### config.mk
export PLATFORM = sky130hd
export DESIGN_NAME = maxnet_param
export DESIGN_NICKNAME = d
export VERILOG_FILES = /design/src/rtl/maxnet_pkg.sv /design/src/rtl/maxnet_pe.sv /design/src/rtl/maxnet_param.sv
export SDC_FILE = /design/constraint.sdc
export NUM_CORES = 1
export LEC_CHECK = 0
export CORE_UTILIZATION = 30
export DETAILED_ROUTE_END_ITERATION = 12
export HOLD_SLACK_MARGIN = 0.02
export SYNTH_ARGS = -nofsm -noshare
export SYNTH_HDL_FRONTEND = slang
export SYNTH_SLANG_ARGS = --single-unit
### constraint.sdc
create_clock -name clk -period 11.52 [get_ports clk]
set_clock_uncertainty 0.1 [all_clocks]
set_input_delay 2.304 -clock clk [delete_from_list [all_inputs] [get_ports clk]]
set_output_delay 2.304 -clock clk [all_outputs]
set_load 0.02 [all_outputs]
### src/rtl/maxnet_pkg.sv
// ----------------------------------------------------------------------
// maxnet_pkg : shared state encoding and width helpers for the Maxnet
// Revision 1.0
// ----------------------------------------------------------------------
`default_nettype none

package maxnet_pkg;

  typedef enum logic [1:0] {
    IDLE = 2'd0,
    LOAD = 2'd1,
    ITER = 2'd2,
    DONE = 2'd3
  } state_t;

  function automatic int idx_width(input int n);
    return (n > 2) ? $clog2(n) : 1;
  endfunction

  // Activations carry one fractional bit per bit of epsilon shift.
  function automatic int act_frac(input int eps_shift);
    return eps_shift;
  endfunction

  function automatic int act_width(input int w, input int eps_shift);
    return w + act_frac(eps_shift);
  endfunction

endpackage

`default_nettype wire

### src/rtl/maxnet_pe.sv
// ----------------------------------------------------------------------
// maxnet_pe : one channel's lateral-inhibit and zero-clamp datapath
// Revision 1.0
// ----------------------------------------------------------------------
`default_nettype none

module maxnet_pe #(
  parameter int A         = 8,
  parameter int SW        = 10,
  parameter int EPS_SHIFT = 3
) (
  input  logic [A-1:0]  a,
  input  logic [SW-1:0] s,
  output logic [A-1:0]  a_next,
  output logic          nonzero,
  output logic          next_nonzero
);

  // One guard bit so the ceil bias cannot wrap.
  localparam int OW = SW + 1;

  logic [OW-1:0] others;
  logic [OW-1:0] inh;

  always_comb begin
    others = OW'(s) - OW'(a);
    inh    = (others + OW'((1 << EPS_SHIFT) - 1)) >> EPS_SHIFT;
    a_next = (OW'(a) > inh) ? (a - inh[A-1:0]) : '0;
  end

  assign nonzero      = |a;
  assign next_nonzero = |a_next;

endmodule

`default_nettype wire

### src/rtl/maxnet_param.sv
// ----------------------------------------------------------------------
// maxnet_param : N-input Maxnet winner-take-all; MAXNET_TIMEOUT_EN adds cap
// Revision 1.0
// ----------------------------------------------------------------------
`default_nettype none

module maxnet_param
  import maxnet_pkg::*;
#(
  parameter int N         = 4,
  parameter int W         = 5,
  parameter int EPS_SHIFT = 3,
  parameter int MAX_ITER  = 255
) (
  input  logic                    clk,
  input  logic                    rst,
  input  logic                    start,
  input  logic [N*W-1:0]          x,
  output logic                    busy,
  output logic                    done,
  output logic [W-1:0]            result,
  output logic [idx_width(N)-1:0] winner_idx,
  output logic                    tie,
  output logic                    timeout
);

  localparam int A   = act_width(W, EPS_SHIFT);
  localparam int IW  = idx_width(N);
  localparam int SW  = A + $clog2(N);
  localparam int NCW = $clog2(N + 1);

  state_t         state;
  logic [A-1:0]   act    [N];
  logic [W-1:0]   snap   [N];
  logic [A-1:0]   a_next [N];
  logic           nzf    [N];
  logic           nnz    [N];

  logic [SW-1:0]  sum;
  logic [NCW-1:0] nz_cnt;
  logic [IW-1:0]  first_idx;
  logic           found;
  logic           any_next;
  logic           finish;
  logic [IW-1:0]  fin_idx;
  logic           fin_tie;
  logic           fin_to;

  generate
    for (genvar g = 0; g < N; g++) begin : g_pe
      maxnet_pe #(.A(A), .SW(SW), .EPS_SHIFT(EPS_SHIFT)) u_pe (
        .a            (act[g]),
        .s            (sum),
        .a_next       (a_next[g]),
        .nonzero      (nzf[g]),
        .next_nonzero (nnz[g])
      );
    end
  endgenerate

`ifdef MAXNET_TIMEOUT_EN
  localparam int CW = (MAX_ITER > 255) ? 16 : 8;

  logic [CW-1:0] iter_cnt;
  logic [IW-1:0] best_idx;
  logic [A-1:0]  best_val;
  logic          timeout_flag;

  // Strict compare keeps the lowest index among equal leaders.
  always_comb begin
    best_idx = '0;
    best_val = act[0];
    for (int i = 1; i < N; i++) begin
      if (act[i] > best_val) begin
        best_val = act[i];
        best_idx = IW'(i);
      end
    end
  end

  assign timeout = timeout_flag;
`else
  assign timeout = 1'b0;
`endif

  always_comb begin
    sum       = '0;
    nz_cnt    = '0;
    first_idx = '0;
    found     = 1'b0;
    any_next  = 1'b0;
    for (int i = 0; i < N; i++) begin
      sum    = sum + SW'(act[i]);
      nz_cnt = nz_cnt + NCW'(nzf[i]);
      any_next = any_next | nnz[i];
      if (nzf[i] && !found) begin
        first_idx = IW'(i);
        found     = 1'b1;
      end
    end

    finish  = 1'b0;
    fin_idx = first_idx;
    fin_tie = 1'b0;
    fin_to  = 1'b0;
    if (nz_cnt <= NCW'(1)) begin
      finish  = 1'b1;
      fin_tie = (nz_cnt == '0);
`ifdef MAXNET_TIMEOUT_EN
    end else if (iter_cnt == CW'(MAX_ITER)) begin
      finish  = 1'b1;
      fin_idx = best_idx;
      fin_tie = 1'b1;
      fin_to  = 1'b1;
`endif
    end else if (!any_next) begin
      finish  = 1'b1;
      fin_tie = 1'b1;
    end
  end

  always_ff @(posedge clk) begin
    if (!rst) begin
      state      <= IDLE;
      busy       <= 1'b0;
      done       <= 1'b0;
      result     <= '0;
      winner_idx <= '0;
      tie        <= 1'b0;
      for (int i = 0; i < N; i++) begin
        act[i]  <= '0;
        snap[i] <= '0;
      end
`ifdef MAXNET_TIMEOUT_EN
      iter_cnt     <= '0;
      timeout_flag <= 1'b0;
`endif
    end else begin
      done <= 1'b0;
      case (state)
        IDLE: begin
          if (start) begin
            for (int i = 0; i < N; i++) begin
              act[i]  <= A'(x[i*W +: W]) << EPS_SHIFT;
              snap[i] <= x[i*W +: W];
            end
            busy       <= 1'b1;
            result     <= '0;
            winner_idx <= '0;
            tie        <= 1'b0;
`ifdef MAXNET_TIMEOUT_EN
            iter_cnt     <= '0;
            timeout_flag <= 1'b0;
`endif
            state <= LOAD;
          end
        end
        LOAD: state <= ITER;
        ITER: begin
          if (finish) begin
            busy       <= 1'b0;
            done       <= 1'b1;
            winner_idx <= fin_idx;
            tie        <= fin_tie;
            result     <= snap[fin_idx];
`ifdef MAXNET_TIMEOUT_EN
            timeout_flag <= fin_to;
`endif
            state <= DONE;
          end else begin
            for (int i = 0; i < N; i++) act[i] <= a_next[i];
`ifdef MAXNET_TIMEOUT_EN
            iter_cnt <= iter_cnt + CW'(1);
`endif
          end
        end
        DONE:    state <= IDLE;
        default: state <= IDLE;
      endcase
    end
  end

endmodule

`default_nettype wire

==> flow_metrics.tcl, run 1 <==
set metrics [dict create \
    status "complete, no violations" \
    async_reset_ff_share_pct 0 \
    crit_required_ns 11.50 \
    synthesis.nets 903 \
    setup_ws_ns 2.75 \
    r2r_end "act[3][7]$_DFFE_PP_" \
    vias 5689 \
    synth_xor_xnor_area_share_pct 5.16 \
    pre_cts_ws_ns 2.81 \
    cts_tree "built" \
    cts_root_buf "clkbuf_16" \
    period_share_pct 76.2 \
    drc 0 \
    synth_area_um2 6960 \
    timing.fmax_mhz 114 \
    via_per_inst 5.30 \
    start_util_pct 30.6 \
    die_w_um 154 \
    grt_pass1_vias 5414 \
    clkLatencyLatePin_ns 0.33 \
    startpoint_type "flop" \
    grt_pass1_wl_um 29600 \
    hp-start "busy$_SDFFE_PN0P_" \
    nFillCells 2345 \
    row_count 55 \
    synthCells 753 \
    place_area_um2 7570 \
    gp_congestion 0.875 \
    drive_above_1_share_pct 4.94 \
    antenna_found_initial 0 \
    synth-simple-area-share_pct 16.2 \
    antenna_cells 0 \
    antenna_left 0 \
    firstDrtPassIters 4 \
    first_iter_violations 380 \
    rr_worst_depth 26 \
    hold_viol 0 \
    hpwl_um 15200 \
    post_cts_buffers 0 \
    cts_sinks 64 \
    relSlewSlack_pct 27.5 \
    cts_buffer_depth 2 \
    endpoint_kind "flop" \
    ys_top_cells_by_area "edfxtp_1 21%, ha_1 19%, fa_1 6.0%" \
    rsz0062_at_grt "false" \
    htreeDepth 3 \
    tns_ns 0 \
    syn_to_final_growth_pct 12.9 \
    hold_path_depth 2 \
    path_max_fanout 31 \
    yosys.area.top_type "edfxtp_1" \
    synth_flop_cell "edfxtp_1" \
    grt.total_usage_pct 15.9 \
    grt_max_degree 32 \
    hp-class "flop to flop" \
    setup_viol 0 \
    ys_ff_latch 64 \
    dieHeight_um 154 \
    nets 934 \
    period_minus_slack_ns 8.77 \
    final_cell_area_um2 7860 \
    crit_arrival_ns 8.75 \
    yosys-mux-area-fraction_pct 4.35 \
    fin_util_pct 34.6 \
    rr_startpoint "act[3][1]$_SDFFCE_PN0P_" \
    wl_um 18400 \
    synth_edf_count 49 \
    synth_top_family_by_area "adder cells" \
    cts_resized 0 \
    cts_hold_buf 0 \
    io_buffer_count 32 \
    worstSetupPathType "flop to flop" \
    fp.coreArea_um2 22700 \
    synth.avg_cell_area_um2 9.24 \
    clkTransAtPathRegs_ns 0.05 \
    die_area_um2 23800 \
    ys_seq_area_share_pct 25.5 \
    yosys.area_share.adder_pct 25.1 \
    grt_overflow 0 \
    ys_types 76 \
    wl_per_cell_um 17.1 \
    hold_end "busy$_SDFFE_PN0P_" \
    reg2reg_slack_ns 2.75 \
    cts_buffers 9 \
    worst_pin_slew_ns 1.08 \
    yosysTopAreaCellShare_pct 21.1 \
    synth_compound_area_share_pct 16.6 \
    yosysWarnings 0 \
    slew_violations 0 \
    cap_viol_max_count 0 \
    io_pins 34 \
]
==> worst max-delay path by stage <==
stage	from	to	slack, ns
3_3_place_gp	act[3][1]$_SDFFCE_PN0P_	act[3][7]$_DFFE_PP_	2.93
6_report	act[3][1]$_SDFFCE_PN0P_	act[3][7]$_DFFE_PP_	2.75
3_5_place_dp	act[3][1]$_SDFFCE_PN0P_	act[3][7]$_DFFE_PP_	2.81
4_1_cts	act[3][1]$_SDFFCE_PN0P_	act[3][7]$_DFFE_PP_	2.77
5_1_grt	act[3][1]$_SDFFCE_PN0P_	act[3][7]$_DFFE_PP_	2.25
2_1_floorplan	act[1][1]$_SDFFCE_PN0P_	act[0][5]$_DFFE_PP_	4.40
==> cells in the final DEF, fill, tap and decap left out, types with 5 or more instances in the layout <==
| cell | synthesis | routed |
|---|---|---|
| xor2_1 | 20 | 20 |
| nor4_1 | 9 | 9 |
| o31ai_1 | 5 | 5 |
| a21o_1 | 12 | 12 |
| clkdlybuf4s50_1 | 0 | 32 |
| inv_1 | 112 | 112 |
| o21ai_0 | 21 | 21 |
| a21oi_1 | 37 | 37 |
| xnor2_1 | 21 | 21 |
| and2_1 | 8 | 8 |
| fa_1 | 21 | 21 |
| ha_1 | 106 | 106 |
| mux2i_1 | 13 | 13 |
| nor3_1 | 29 | 29 |
| nand2_1 | 43 | 43 |
| nor2b_1 | 10 | 10 |
| clkbuf_16 | 0 | 9 |
| nand3_1 | 12 | 12 |
| nand2b_1 | 13 | 13 |
| a31oi_1 | 7 | 7 |
| nand3b_1 | 7 | 7 |
| or3_1 | 7 | 7 |
| nand4_1 | 7 | 7 |
| nor2_1 | 29 | 29 |
| dfxtp_1 | 15 | 15 |
| o211ai_1 | 8 | 8 |
| o21bai_1 | 7 | 7 |
| or2_2 | 7 | 7 |
| edfxtp_1 | 49 | 49 |
| o21a_1 | 9 | 9 |
| a211oi_1 | 7 | 7 |
| and3_1 | 6 | 6 |
| o22ai_1 | 10 | 10 |
==> state kept, by name, indices dropped and copies added, names as in the netlist <==
signal	count
snap	20
done	1
act	32
tie	1
result	5
state	2
busy	1
winner_idx	2
==> Yosys cell counts, drive strengths merged (15+ instances only) <==
cell type and count:
xnor2 21, edfxtp 49, nand2 43, xor2 20
o21ai 25, ha 106, nor3 29, fa 21
inv 112, nor2 29, dfxtp 15, a21oi 37
==> area by class of cell <==
class,instances,area [um^2],area share (%)
multi-input combinational,564,4690,59.8
timing repair buffer,33,328,4.17
tap,285,357,4.54
inverter,112,420,5.35
clock inverter,3,43.8,0.558
clock buffer,13,240,3.06
sequential,64,1770,22.6
==> cell families (layout without fill, tap and decap cells) <==
group	count (synthesis)	count (layout)
and+or+nand+nor	207	207
AOI/OAI and AO/OA	165	165
adders and majority gates	127	127
buffers and inverters	125	161
DFF	64	64
xor gates and xnor gates	41	41
muxes	23	23
other	1	1
==> routing by layer <==
| layer | track usage (%) | wire (um) |
|---|---|---|
| met1 | 22.2 | 9020 |
| met2 | 25.6 | 8330 |
| met3 | 1.79 | 619 |
| met4 | 5.00 | 422 |
| met5 | 0 | 0 |
==> critical path, cell delays in order, from the launching register on <==
cell and delay, ns:
edfxtp_1 0.41, inv_1 0.19, fa_1 0.45, fa_1 0.54, inv_1 0.04, ha_1 0.21
fa_1 0.41, xnor2_1 0.51, ha_1 0.34, inv_1 0.06, ha_1 0.24, a21oi_1 0.22
o21bai_1 0.13, a21oi_1 0.28, o21ai_0 0.23, or4_1 0.43, o311ai_0 0.12, xor2_1 0.23
ha_1 0.30, a21o_1 0.17, a31o_1 0.22, o21bai_2 0.29, a31oi_1 0.15, a211oi_1 0.38
or4b_4 0.57, o21ai_4 0.88, mux2_2 0.41
==> through the flow <==
stage	hold slack [ns]	instances
5_1_grt	0.368	1074
3_5_place_dp	0.345	1058
3_3_place_gp	0.340	1058
4_1_cts	0.357	1074
6_report	0.358	1074
2_1_floorplan	0.351	753
Power of run 1 is left out: the tool's default activity adds up to more than one toggle a clock period on the data nets, which glitch-free logic cannot reach.
==> run 2: changes to the inputs <==
==> constraint.sdc (replaced) <==
create_clock -name clk -period 9.1 [get_ports clk]
set_clock_uncertainty 0.1 [all_clocks]
set_input_delay 1.82 -clock clk [delete_from_list [all_inputs] [get_ports clk]]
set_output_delay 1.82 -clock clk [all_outputs]
set_load 0.02 [all_outputs]
==> run 2 against run 1 <==
Maximum frequency grew 5.3%. Flip-flop and latch count is the same. Hold slack lost 0.0022 ns. Design area grew 0.88%. Non-clock buffer count grew 5. Setup slack lost 2.0 ns. Register-to-register slack lost 2.0 ns. Highest routed layer unchanged.
==> flow_metrics.tcl, run 2 (synthesized netlist as in run 1, its figures left out) <==
set metrics [dict create \
    die_area_um2 23800 \
    grt_max_degree 23 \
    post_cts_buffers 0 \
    crit_arrival_ns 8.21 \
    cts_tree "built" \
    clkLatencyLatePin_ns 0.33 \
    hpwl_um 15400 \
    crit_required_ns 8.98 \
    first_iter_violations 304 \
    grt.total_usage_pct 16.0 \
    setup_viol 0 \
    antenna_cells 0 \
    worstSetupPathType "flop to flop" \
    startpoint_type "flop" \
    period_share_pct 91.5 \
    slew_violations 0 \
    relSlewSlack_pct 35.0 \
    reg_top3 "act x32, snap x20, result x5" \
    drive_above_1_share_pct 5.79 \
    period_minus_slack_ns 8.33 \
    r2r_end "act[0][1]$_SDFFCE_PN0P_" \
    mostFrequentLayoutCell "inv_1" \
    gp_congestion 0.854 \
    htreeDepth 3 \
    largest-register "act" \
    rr_worst_depth 26 \
    largest_register_ffs 32 \
    grt_pass1_vias 5520 \
    cts_hold_buf 0 \
    hold_path_depth 2 \
    hold_viol 0 \
    hold_end "busy$_SDFFE_PN0P_" \
    timing.fmax_mhz 120 \
    seq_area_um2 1770 \
    rsz0062_at_grt "false" \
    cts_root_buf "clkbuf_16" \
    final_cell_mix "112 x inv_1, 106 x ha_1, 49 x edfxtp_1" \
    via_per_inst 5.30 \
    multi_input_area_um2 4690 \
    antenna_found_initial 0 \
    cts_resized 0 \
    hp-start "busy$_SDFFE_PN0P_" \
    syn_to_final_growth_pct 13.9 \
    drc 0 \
    endpoint_kind "flop" \
    antenna_left 0 \
    rr_startpoint "act[1][1]$_SDFFCE_PN0P_" \
    die_w_um 154 \
    nets 939 \
    grt_pass1_wl_um 29500 \
    nFillCells 2344 \
    tns_ns 0 \
    path_max_fanout 9 \
    cts_buffer_depth 2 \
    worst_pin_slew_ns 0.969 \
    grt_overflow 0 \
    dieHeight_um 154 \
    status "complete, no violations" \
    cts_sinks 64 \
    wl_per_cell_um 17.0 \
    cap_viol_max_count 0 \
    start_util_pct 30.6 \
    fp.coreArea_um2 22700 \
    wl_um 18300 \
    io_pins 34 \
    reg2reg_slack_ns 0.77 \
    vias 5720 \
    firstDrtPassIters 5 \
    clkTransAtPathRegs_ns 0.06 \
    io_buffer_count 32 \
    row_count 55 \
    cts_buffers 9 \
    hp-class "flop to flop" \
]
## run 2: changes by cell type in the layout (fill, tap and decap cells not counted), sizes merged
| cell | delta |
|---|---|
| buf | +5 |
| clkinvlp | +3 |
| bufinv | +1 |
| clkinv | -2 |
| clkbuf | -2 |
## run 2: critical path, cell delays in order, from the launching register on
cell	delay, ns
edfxtp_1	0.41
inv_1	0.16
fa_1	0.46
fa_1	0.54
inv_1	0.04
ha_1	0.21
fa_1	0.40
xnor2_1	0.41
ha_1	0.32
inv_1	0.06
ha_1	0.24
a21oi_1	0.23
o21bai_1	0.14
a21oi_1	0.26
o21ai_0	0.22
or4_1	0.43
o311ai_0	0.12
xor2_1	0.15
ha_1	0.36
nand4_1	0.14
a211oi_1	0.32
o21bai_2	0.17
a31oi_1	0.46
a211oi_1	0.14
nor4b_1	0.22
a211oi_1	0.80
nand2b_1	0.47
## run 2: stage by stage
step / area [um^2] / setup WS [ns] / hold WS, ns / util (%) / instances
detailed placement: 7610 / 0.813 / 0.345 / 33.5 / 1063
finish: 7920 / 0.769 / 0.355 / 34.9 / 1079
global route: 7920 / 0.0586 / 0.369 / 34.9 / 1079
global placement: 7610 / 0.846 / 0.346 / 33.5 / 1063
floorplan: 6960 / 1.98 / 0.351 / - / 753
CTS: 7920 / 0.792 / 0.360 / 34.9 / 1079
## run 2: routing by layer
metal | GRT usage [%] | part of all wire, % | vias up | wire, um
met5 | 0 | 0 | - | 0
met4 | 3.82 | 1.8 | 0 | 331
met3 | 2.75 | 4.2 | 23 | 771
li1 | - | - | 2806 | -
met2 | 26.9 | 47 | 134 | 8650
met1 | 21.4 | 47 | 2757 | 8560
## run 2: how the worst max path moves through the flow
stage                       startpoint                 endpoint  slack, ns  cells after the start
2_1_floorplan  act[1][1]$_SDFFCE_PN0P_      act[0][5]$_DFFE_PP_       1.98                     26
3_3_place_gp   act[1][1]$_SDFFCE_PN0P_  act[0][0]$_SDFFCE_PN0P_       0.85                     26
3_5_place_dp   act[1][1]$_SDFFCE_PN0P_  act[0][0]$_SDFFCE_PN0P_       0.81                     26
4_1_cts        act[1][1]$_SDFFCE_PN0P_  act[0][2]$_SDFFCE_PN0P_       0.79                     26
5_1_grt         act[2][1]$_SDFFE_PP0P_      act[0][6]$_DFFE_PP_       0.06                     26
6_report       act[1][1]$_SDFFCE_PN0P_  act[0][1]$_SDFFCE_PN0P_       0.77                     26
## run 2: final cells by class
cell class                      count  area share, %
Multi-Input combinational cell    564           59.2
Sequential cell                    64           22.4
Inverter                          112           5.31
Timing Repair Buffer               38           4.61
Tap cell                          285           4.50
Clock buffer                       11           2.94
Clock inverter                      5           1.04
Power of run 2 is left out for the same reason.
==> run 3: changes to the inputs <==
--- a/config.mk
+++ b/config.mk
@@ -5,6 +5,7 @@
 export SDC_FILE = /design/constraint.sdc
 export NUM_CORES = 1
 export LEC_CHECK = 0
+export CORE_MARGIN = 1
 export CORE_UTILIZATION = 30
 export DETAILED_ROUTE_END_ITERATION = 12
 export HOLD_SLACK_MARGIN = 0.02
==> results of run 3 <==
No change in the layout: final DEF, timing and power equal those of run 2.
Power of run 3 is left out for the same reason.
